**config.mk**
```make
export PLATFORM = sky130hd
export DESIGN_NAME = conv_window_addr_gen
export DESIGN_NICKNAME = d
export VERILOG_FILES = /design/src/rtl/conv_window_addr_gen.sv
export SDC_FILE = /design/constraint.sdc
export NUM_CORES = 1
export LEC_CHECK = 0
export ABC_CLOCK_PERIOD_IN_PS = 6650
export CAP_MARGIN = 15
export CORE_UTILIZATION = 63
export DETAILED_ROUTE_END_ITERATION = 12
export DONT_BUFFER_PORTS = 1
export HOLD_SLACK_MARGIN = 0.06
export PLACE_DENSITY = 0.87
export SLEW_MARGIN = 40
export SYNTH_ARGS = -nofsm -noshare
export SYNTH_HDL_FRONTEND = slang
export SYNTH_SLANG_ARGS = --single-unit
export TNS_END_PERCENT = 50
```
**constraint.sdc**
```tcl
create_clock -name clk -period 6.65 [get_ports clk]
set_input_delay 0.665 -clock clk [delete_from_list [all_inputs] [get_ports clk]]
set_output_delay 0.665 -clock clk [all_outputs]
set_load 0.02 [all_outputs]
```
**src/rtl/conv_window_addr_gen.sv**
```systemverilog
// ---------------------------------------------------------------------------
// conv_window_addr_gen
//
// Purpose:
//   Produces image-buffer read addresses for a KxK convolution window that
//   slides with stride 1 over an IMG_H x IMG_W feature map. Four nested
//   counters walk the map, outermost first: window row, window column,
//   kernel row, kernel column. One address is consumed per valid/ready
//   handshake. The last tap of every window is flagged, and a one-cycle
//   done pulse follows the final tap of the final window.
//
// Ports:
//   clk         in   system clock, rising edge
//   rst         in   asynchronous active-high reset
//   start       in   request a full map scan (only honoured in IDLE)
//   abort       in   synchronous abort back to IDLE, no done pulse
//   addr_ready  in   downstream accepts addr this cycle
//   addr_valid  out  addr / win_row / win_col / tap_last are valid
//   addr        out  pixel address (win_row+kr)*IMG_W + (win_col+kc)
//   win_row     out  current window top-left row
//   win_col     out  current window top-left column
//   tap_last    out  current address is the final tap of its window
//   busy        out  high while scanning and during the done cycle
//   done        out  one-cycle pulse after the final handshake
// ---------------------------------------------------------------------------
module conv_window_addr_gen #(
    parameter int IMG_W  = 28,
    parameter int IMG_H  = 28,
    parameter int K      = 3,
    parameter int ADDR_W = 10,
    parameter int CNT_W  = 5
) (
    input  logic              clk,
    input  logic              rst,
    input  logic              start,
    input  logic              abort,
    input  logic              addr_ready,
    output logic              addr_valid,
    output logic [ADDR_W-1:0] addr,
    output logic [CNT_W-1:0]  win_row,
    output logic [CNT_W-1:0]  win_col,
    output logic              tap_last,
    output logic              busy,
    output logic              done
);

    typedef enum logic [1:0] {
        IDLE = 2'd0,
        RUN  = 2'd1,
        DONE = 2'd2
    } stateT;

    localparam logic [CNT_W-1:0]  KLast   = CNT_W'(K - 1);
    localparam logic [CNT_W-1:0]  ColLast = CNT_W'(IMG_W - K);
    localparam logic [CNT_W-1:0]  RowLast = CNT_W'(IMG_H - K);
    localparam logic [ADDR_W-1:0] RowStep = ADDR_W'(IMG_W);

    stateT             r_state;
    stateT             w_stateNext;

    logic [CNT_W-1:0]  r_kc;
    logic [CNT_W-1:0]  r_kr;
    logic [CNT_W-1:0]  r_winCol;
    logic [CNT_W-1:0]  r_winRow;

    // r_winBase tracks win_row*IMG_W, r_rowBase tracks (win_row+kr)*IMG_W,
    // both maintained by adding IMG_W so no multiplier is needed.
    logic [ADDR_W-1:0] r_winBase;
    logic [ADDR_W-1:0] r_rowBase;

    logic              w_handshake;
    logic              w_tapLast;
    logic              w_winLast;
    logic              w_scanLast;

    assign w_handshake = (r_state == RUN) && addr_ready;
    assign w_tapLast   = (r_kr == KLast) && (r_kc == KLast);
    assign w_winLast   = (r_winRow == RowLast) && (r_winCol == ColLast);
    assign w_scanLast  = w_handshake && w_tapLast && w_winLast;

    // Address and window position come straight from the counter registers,
    // so they hold steady for as long as the consumer stalls.
    assign addr    = r_rowBase + ADDR_W'(r_winCol) + ADDR_W'(r_kc);
    assign win_row = r_winRow;
    assign win_col = r_winCol;

    // State register. Everything else about control flow is decided in the
    // combinational block below.
    always_ff @(posedge clk or posedge rst) begin
        if (rst) begin
            r_state <= IDLE;
        end else begin
            r_state <= w_stateNext;
        end
    end

    // Next-state and output decode. abort overrides every transition,
    // including a simultaneous start in IDLE or the final handshake in RUN,
    // which is why it is applied last. Outputs depend only on the state and
    // registered counters, never on addr_ready.
    always_comb begin
        w_stateNext = r_state;
        addr_valid  = 1'b0;
        busy        = 1'b0;
        done        = 1'b0;
        tap_last    = 1'b0;

        case (r_state)
            IDLE: begin
                if (start) begin
                    w_stateNext = RUN;
                end
            end
            RUN: begin
                addr_valid = 1'b1;
                busy       = 1'b1;
                tap_last   = w_tapLast;
                if (w_scanLast) begin
                    w_stateNext = DONE;
                end
            end
            DONE: begin
                busy        = 1'b1;
                done        = 1'b1;
                w_stateNext = IDLE;
            end
            default: begin
                w_stateNext = IDLE;
            end
        endcase

        if (abort) begin
            w_stateNext = IDLE;
        end
    end

    // Nested loop counters. They are held at zero outside RUN, cleared on
    // abort and on the final handshake, and otherwise advance only when an
    // address is accepted. Each wrap of an inner counter carries into the
    // next outer one, and the row-base registers step by IMG_W alongside.
    always_ff @(posedge clk or posedge rst) begin
        if (rst) begin
            r_kc      <= '0;
            r_kr      <= '0;
            r_winCol  <= '0;
            r_winRow  <= '0;
            r_winBase <= '0;
            r_rowBase <= '0;
        end else if (abort || (r_state != RUN) || w_scanLast) begin
            r_kc      <= '0;
            r_kr      <= '0;
            r_winCol  <= '0;
            r_winRow  <= '0;
            r_winBase <= '0;
            r_rowBase <= '0;
        end else if (w_handshake) begin
            if (r_kc != KLast) begin
                r_kc <= r_kc + 1'b1;
            end else begin
                r_kc <= '0;
                if (r_kr != KLast) begin
                    r_kr      <= r_kr + 1'b1;
                    r_rowBase <= r_rowBase + RowStep;
                end else begin
                    r_kr <= '0;
                    if (r_winCol != ColLast) begin
                        r_winCol  <= r_winCol + 1'b1;
                        r_rowBase <= r_winBase;
                    end else begin
                        r_winCol  <= '0;
                        r_winRow  <= r_winRow + 1'b1;
                        r_winBase <= r_winBase + RowStep;
                        r_rowBase <= r_winBase + RowStep;
                    end
                end
            end
        end
    end

endmodule
```
==> results of run 1 <==
-- through the flow --
stage,setup WS [ps],cells,power (mW)
2_1_floorplan,3390,295,0.4067
3_3_place_gp,3259,334,0.4283
3_5_place_dp,3173,334,0.4360
4_1_cts,2855,342,0.6405
5_1_grt,2742,343,0.6761
6_report,2864,343,0.6389
-- kinds of logic (layout without fill, tap and decap cells) --
group / Yosys count / after routing / share of synthesized area
xor gates and xnor gates: 17 / 17 / 0.05459
and+or+nand+nor: 105 / 105 / 0.2266
AOI/OAI and AO/OA: 77 / 77 / 0.1762
DFF: 39 / 39 / 0.3578
muxes: 1 / 1 / 0.004128
buffers and inverters: 31 / 29 / 0.04954
adders and majority gates: 25 / 25 / 0.1312
-- report_power, final --
group	internal [mW]	total, mW	switching [mW]
sequential	0.250	0.270	0.0204
combinational	0.0513	0.163	0.111
clock	0.121	0.206	0.0846
-- metal layers --
| metal | share of wire | routed length [um] |
|---|---|---|
| met5 | 0 | 0 |
| met4 | 0.010 | 58 |
| met3 | 0.063 | 353 |
| met2 | 0.48 | 2724 |
| met1 | 0.44 | 2491 |
-- flip-flops by register name (all words and copies together), names as in the netlist --
register / flops
r_kc: 5
r_kr: 5
r_rowBase: 9
r_state: 2
r_winBase: 8
win_col: 5
win_row: 5
-- layout make-up --
cell class              instances  area (um2)
multi-input cells             225        1628
fillers                       316        1216
flip-flops and latches         39       975.9
clock buffers                   6       82.58
inverters                      19       71.32
well taps                      50       62.56
clock inverters                 2       35.03
repair buffers                  2       15.01
-- cells in the final DEF, fill, tap and decap left out, types with 2 or more instances in the layout --
master	count
sky130_fd_sc_hd__a2111oi_0	2
sky130_fd_sc_hd__a21o_1	7
sky130_fd_sc_hd__a21oi_1	17
sky130_fd_sc_hd__a311oi_1	3
sky130_fd_sc_hd__a31oi_1	2
sky130_fd_sc_hd__and2_1	2
sky130_fd_sc_hd__and3_1	2
sky130_fd_sc_hd__and4b_1	2
sky130_fd_sc_hd__buf_4	2
sky130_fd_sc_hd__clkbuf_8	6
sky130_fd_sc_hd__dfrtp_1	39
sky130_fd_sc_hd__fa_1	6
sky130_fd_sc_hd__ha_1	19
sky130_fd_sc_hd__inv_1	19
sky130_fd_sc_hd__nand2_1	19
sky130_fd_sc_hd__nand2b_1	4
sky130_fd_sc_hd__nand3_1	11
sky130_fd_sc_hd__nand4_1	3
sky130_fd_sc_hd__nand4b_1	2
sky130_fd_sc_hd__nor2_1	28
sky130_fd_sc_hd__nor3_1	12
sky130_fd_sc_hd__nor3b_1	3
sky130_fd_sc_hd__nor4b_4	2
sky130_fd_sc_hd__o2111ai_1	3
sky130_fd_sc_hd__o21a_1	2
sky130_fd_sc_hd__o21ai_0	25
sky130_fd_sc_hd__o22ai_1	5
sky130_fd_sc_hd__o31a_1	2
sky130_fd_sc_hd__o31ai_1	2
sky130_fd_sc_hd__o41ai_1	2
sky130_fd_sc_hd__or3_1	4
sky130_fd_sc_hd__or4b_2	3
sky130_fd_sc_hd__xnor2_1	7
sky130_fd_sc_hd__xor2_1	10
-- path summary, 6_finish.rpt --
kind                         startpoint      endpoint  slack [ps]
hold / removal                      rst    win_col[3]         370
max in group asynchronous           rst  r_winBase[5]        5930
min in group clk                  abort    r_state[1]         440
hold reg to reg            r_winBase[9]  r_winBase[9]         530
setup reg to reg                r_kc[0]  r_winBase[5]        4280
setup / recovery             win_col[2]       addr[8]        2860
-- critical path, stage by stage, from the launching register on --
cell and delay (ps):
sky130_fd_sc_hd__dfrtp_1 550, sky130_fd_sc_hd__fa_1 670, sky130_fd_sc_hd__ha_1 250, sky130_fd_sc_hd__a21o_1 180
sky130_fd_sc_hd__a21oi_1 270, sky130_fd_sc_hd__nor2_1 90, sky130_fd_sc_hd__or4b_2 620, sky130_fd_sc_hd__nand3_1 200
==> impl_summary.txt, run 1 <==
----------------------------------------------------
[Global routing]
  Pin count of the biggest net entering global routing ... 40
  GRT Max-Usage Layer ... met2
  GR Util met3 ... 0.06926
  Via count of the first global-routing pass ... about 2000
  Global-route wire length before repair ... about 9000 um
  Global Route met2 Usage ... 0.4443
  Global-route usage over all layers ... 0.2702
  Total congestion overflow ... 0
  Met1 demand-to-capacity share in global routing ... 0.3434
  Antenna violations before repair ... 0

[Clocking]
  TritonCTS Buffers ... 5
  Sink Count ... 39
  Insertion delay of the later-clocked pin in the worst-skew pair ... 300 ps
  TritonCTS clock tree ... yes
  Post-CTS setup-driven buffer insertion count ... 0
  Post-CTS Hold Buffers ... 0
  Level count of the clock H-tree ... 2
  CTS resizes ... 0
  Worst-case clock buffer depth ... 2
  Clock root buffer ... sky130_fd_sc_hd__clkbuf_8
  Clock transition time at the flip-flop clock pins of the worst setup and hold paths ... 70 ps

[Yosys]
  Number of enable-type register cells in the synthesized netlist ... 0
  Flop and latch count out of synthesis ... 39
  Net count of the mapped netlist ... 325
  Yosys Warn Count ... 0
  Post-synthesis sequential area ratio ... 0.3578
  Share of synthesized registers carrying an async set or reset ... 1.000
  Most instantiated library cell after synthesis ... sky130_fd_sc_hd__dfrtp_1
  Area share of the largest cell type after synthesis ... 0.3578
  Number of instances in the synthesized netlist ... 295
  Number of library cell types mapped by synthesis ... 47
  Ranking of synthesized cells by area ... sky130_fd_sc_hd__dfrtp_1 (36%), sky130_fd_sc_hd__ha_1 (8.7%), sky130_fd_sc_hd__o21ai_0 (4.6%), sky130_fd_sc_hd__fa_1 (4.4%), sky130_fd_sc_hd__nor2_1 (3.9%)
  Most used DFF post-synth ... sky130_fd_sc_hd__dfrtp_1
  Average size of a mapped cell ... 9.246 um2
  Most common library cells after synthesis ... sky130_fd_sc_hd__dfrtp_1 (39), sky130_fd_sc_hd__nor2_1 (28), sky130_fd_sc_hd__o21ai_0 (25)
  Area leader, netlist ... sky130_fd_sc_hd__dfrtp_1
  Summed instance area of the synthesized netlist ... roughly 2700 um2

[Critical path]
  Worst-path maximum fanout ... 8
  Signal arrival time at the worst endpoint ... 3120 ps
  Setup crit end kind ... output pin
  Startpoint Class ... register
  Number of cell instances on the worst register-to-register path ... 7
  Critical path start-end classification ... reg -> out
  WP data required ... 5980 ps

[Timing]
  Unrepaired setup endpoints after global routing ... false
  Clock Skews ... 5.817 ps
  Max transition margin ... 0.6517
  Transition time of the tightest slew-check pin ... 518.5 ps
  Final hold violations ... 0
  Highest clock frequency the design can meet ... 264.1 MHz
  Total of endpoints with negative setup slack in the final report ... 0
  Tcrit/Tclk final ... 0.5694
  Setup TNS after final layout ... 0 ps
  Hold Slack ... 369.7 ps
  Final max-slew violation count ... 0
  Shortest period the worst path allows ... 3786 ps

[Drt]
  Number of vias in the routed layout ... between 2000 and 2500
  Average routed wire per standard cell ... roughly 16 um
  Remaining design rule violation count ... 0
  Iter 0 DRT Violations ... 234
  Detail Route Antenna Nets ... 0
  Number of iterations in the first detailed-routing pass ... 4
  Vias per Instance ... 6.452
  Detailed Route WL ... 5627 um

[Floorplan]
  Core region area ... 4086 um2
  Die height ... 67.80 um
  Number of top-level pins ... 29
  Horizontal die dimension ... roughly 68 um
  Starting density of the core ... 0.6675
  Total Die Area ... 4597 um2
  Number of core rows ... 23

[Placement]
  RePlAce Congestion ... 0.8512
  Cell area after placement ... 2736 um2
  Hpwl dp ... 4096 um
  Count of buffers from port buffering ... 0

[Finish]
  Area delta synth->final ... 5.229%
  Area of all placed cells without fillers ... between 2000 and 3000 um2
  Antenna diodes ... 0
  Share of cells above drive strength 1 ... 0.07850
  Final net count ... 322
  Final core utilization ... 0.7024

[Outcome]
  Status ... complete, no violations

[Power]
  Peak ir drop on the vdd network ... approximately 220 uV
  Power per standard cell area ... roughly 220 nW/um2
  Total leakage power ... 1.299 nW

[Worst hold path]
  Worst hold path class ... in -> async

[Run]
  Max-capacitance violation count ... 0

----------------------------------------------------
Power figures use the tool's default switching activity.
==> inputs of run 2 (changes only) <==
--- a/config.mk
+++ b/config.mk
@@ -5,7 +5,7 @@
 export SDC_FILE = /design/constraint.sdc
 export NUM_CORES = 1
 export LEC_CHECK = 0
-export ABC_CLOCK_PERIOD_IN_PS = 6650
+export ABC_CLOCK_PERIOD_IN_PS = 3800
 export CAP_MARGIN = 15
 export CORE_UTILIZATION = 63
 export DETAILED_ROUTE_END_ITERATION = 12
==> constraint.sdc (replaced) <==
create_clock -name clk -period 3.8 [get_ports clk]
set_input_delay 0.38 -clock clk [delete_from_list [all_inputs] [get_ports clk]]
set_output_delay 0.38 -clock clk [all_outputs]
set_load 0.02 [all_outputs]
==> impl_summary.txt, run 2 (synthesis results as in run 1) <==
----------------------------------------------------
[Outcome]
  Status ... complete, no violations

[Finish]
  Largest registers ranked by flip-flop count ... r_rowBase x9, r_winBase x8
  Final Non-Filler Cells ... 343 (unchanged)
  Commonest cells after routing, fill and taps aside ... sky130_fd_sc_hd__dfrtp_1 (39), sky130_fd_sc_hd__nor2_1 (28), sky130_fd_sc_hd__o21ai_0 (25)
  Multi-input logic area ... 1623 um2 (-0.31%)
  Area of all placed cells without fillers ... 2865 um2 (-0.17%)
  Antenna diodes ... 0 (unchanged)
  Share of cells above drive strength 1 ... 0.07167 (-0.006826)
  Area occupied by registers ... 975.9 um2 (unchanged)
  Number of fillers in the final layout ... 335 (+6.0%)
  Area delta synth->final ... 5.046%
  Commonest non-fill, non-tap cell in the layout ... sky130_fd_sc_hd__dfrtp_1
  Flip-flop count of the largest register after layout ... 9 (unchanged)
  Register with the most flip-flops ... r_rowBase
  Final net count ... 322 (unchanged)

[Drt]
  Average routed wire per standard cell ... 16.69 um (+1.8%)
  Detail Route Antenna Nets ... 0 (unchanged)
  Number of vias in the routed layout ... 2234 (+0.95%)
  Met3 wire length ... 269 um (-24%)
  Number of iterations in the first detailed-routing pass ... 4 (unchanged)
  Iter 0 DRT Violations ... 257 (+9.8%)
  Top layer reached by signal wires ... met4
  Met2 Routed Length ... 2794 um (+2.6%)
  Remaining design rule violation count ... 0 (unchanged)
  Detailed Route WL ... 5726 um (+1.8%)
  Length of routed wiring on met1 ... 2561 um (+2.8%)
  Vias per Instance ... 6.513 (+0.95%)

[Clocking]
  Clock transition time at the flip-flop clock pins of the worst setup and hold paths ... 70 ps (about the same)
  Clock root buffer ... sky130_fd_sc_hd__clkbuf_8
  Worst-case clock buffer depth ... 2 (unchanged)
  Post-CTS setup-driven buffer insertion count ... 0 (unchanged)
  CTS resizes ... 0 (unchanged)
  Sink Count ... 39 (unchanged)
  TritonCTS clock tree ... yes
  Insertion delay of the later-clocked pin in the worst-skew pair ... 300 ps (about the same)
  Level count of the clock H-tree ... 2 (unchanged)
  TritonCTS Buffers ... 5 (unchanged)
  Post-CTS Hold Buffers ... 0 (unchanged)

[Power]
  Power per standard cell area ... 393.9 nW/um2 (+77%)
  Combinational cell fraction of total power ... 0.260 (+0.005)
  Total leakage power ... 1.297 nW (-0.16%)
  Peak ir drop on the vdd network ... 368.6 uV (+71%)
  Clock group share of total power ... 0.321 (about the same)
  Switching power summed over all nets ... 0.3866 mW (+79%)
  Overall power after layout ... 1.129 mW (+77%)
  Switching part of the total ... 0.3425 (+0.003741)
  Power share of the sequential group ... 0.419 (-0.004)
  Design internal power ... 0.7420 mW (+76%)

[Timing]
  Clock Skews ... 7.806 ps (+1.989 ps)
  Total of endpoints with negative setup slack in the final report ... 0 (unchanged)
  Final max-slew violation count ... 0 (unchanged)
  Shortest period the worst path allows ... between 3000 and 4000 ps
  Highest clock frequency the design can meet ... between 200 and 300 MHz
  Unrepaired setup endpoints after global routing ... false
  Tcrit/Tclk final ... 0.9148
  Final hold violations ... 0 (unchanged)
  Transition time of the tightest slew-check pin ... 836.9 ps (+318.4 ps)
  Max transition margin ... 0.4397 (-0.2120)
  Setup TNS after final layout ... 0 ps (unchanged)

[Worst hold path]
  Worst hold path class ... in -> async

[Placement]
  Cell area after placement ... 2741 um2 (+0.18%)
  RePlAce Congestion ... 0.8840 (+3.9%)
  Hpwl dp ... 4163 um (+1.6%)
  Count of buffers from port buffering ... 0 (unchanged)
  Dpl cells ... 335 (+0.30%)

[Global routing]
  Via count of the first global-routing pass ... 1958 (-0.86%)
  Total congestion overflow ... 0 (unchanged)
  Global-route usage over all layers ... 0.2731 (+0.002904)
  Pin count of the biggest net entering global routing ... 40 (unchanged)
  Antenna violations before repair ... 0 (unchanged)
  Global-route wire length before repair ... 9170 um (+0.54%)

[Floorplan]
  Core region area ... 4086 um2 (unchanged)
  Total Die Area ... 4597 um2 (unchanged)
  Horizontal die dimension ... 67.80 um (unchanged)
  Starting density of the core ... 0.6675 (unchanged)
  Die height ... 67.80 um (unchanged)
  Number of core rows ... 23 (unchanged)
  Number of top-level pins ... 29 (unchanged)

[Critical path]
  WP data required ... 3420 ps (-2560 ps)
  Signal arrival time at the worst endpoint ... 3100 ps (-20 ps)
  Worst-path maximum fanout ... 8 (unchanged)
  Setup crit end kind ... output pin
  Critical path start-end classification ... reg -> out
  Startpoint Class ... register

[Run]
  Max-capacitance violation count ... 0 (unchanged)

----------------------------------------------------
## run 2: cell types whose count changed in the layout (fill, tap and decap cells not counted)
cell / previous run / this run
sky130_fd_sc_hd__nor2b_1: 1 / 2
sky130_fd_sc_hd__nand2b_2: 1 / 0
sky130_fd_sc_hd__nand2b_1: 4 / 5
sky130_fd_sc_hd__nor2b_2: 1 / 0
## run 2: worst max-delay path, cell delays in order (launching register included)
cell and delay, ps:
sky130_fd_sc_hd__dfrtp_1 620, sky130_fd_sc_hd__fa_1 520, sky130_fd_sc_hd__ha_1 310, sky130_fd_sc_hd__a21o_1 180, sky130_fd_sc_hd__a21oi_1 260, sky130_fd_sc_hd__nor2_1 90, sky130_fd_sc_hd__or4b_2 610, sky130_fd_sc_hd__nand3_1 200
## run 2: power by group through the flow
stage / Clock, mW / Combinational [mW] / Sequential, mW
2_1_floorplan: 0 / 0.240 / 0.472
3_3_place_gp: 0 / 0.274 / 0.479
3_5_place_dp: 0 / 0.288 / 0.480
4_1_cts: 0.366 / 0.291 / 0.472
5_1_grt: 0.381 / 0.328 / 0.477
6_report: 0.363 / 0.293 / 0.473
## run 2: worst paths after layout
kind	cells after the start	slack, ps	end	start
worst max register to register	6	1350	r_rowBase[8]	r_state[1]
worst min register to register	2	540	r_winBase[9]	r_winBase[9]
worst max-delay path	7	320	addr[8]	win_col[2]
worst min-delay path	2	80	win_col[3]	rst
max in group asynchronous	2	3370	r_winBase[7]	rst
min in group clk	1	150	r_state[1]	abort
## run 2: per-layer routing
layer | up-vias | track usage
met5 | - | 0
li1 | 1058 | -
met4 | 0 | 0.09635
met3 | 9 | 0.05405
met1 | 1104 | 0.3634
met2 | 63 | 0.4418
## run 2: layout make-up
type / instances / area share
inverter: 19 / 0.02489
multi-input combinational: 225 / 0.5664
sequential: 39 / 0.3406
timing repair buffer: 2 / 0.005240
clock inverter: 2 / 0.01223
clock buffer: 6 / 0.02882
tap: 50 / 0.02183
## run 2: metrics by stage
| stage | util | hold WS [ps] | setup slack [ps] |
|---|---|---|---|
| floorplan | - | 453.5 | 824.9 |
| global placement | 0.6709 | 420.7 | 693.9 |
| finish | 0.7012 | 82.13 | 323.8 |
| detailed placement | 0.6709 | 418.4 | 654.0 |
| global route | 0.7012 | 128.9 | 159.9 |
| CTS | 0.6996 | 98.26 | 324.7 |
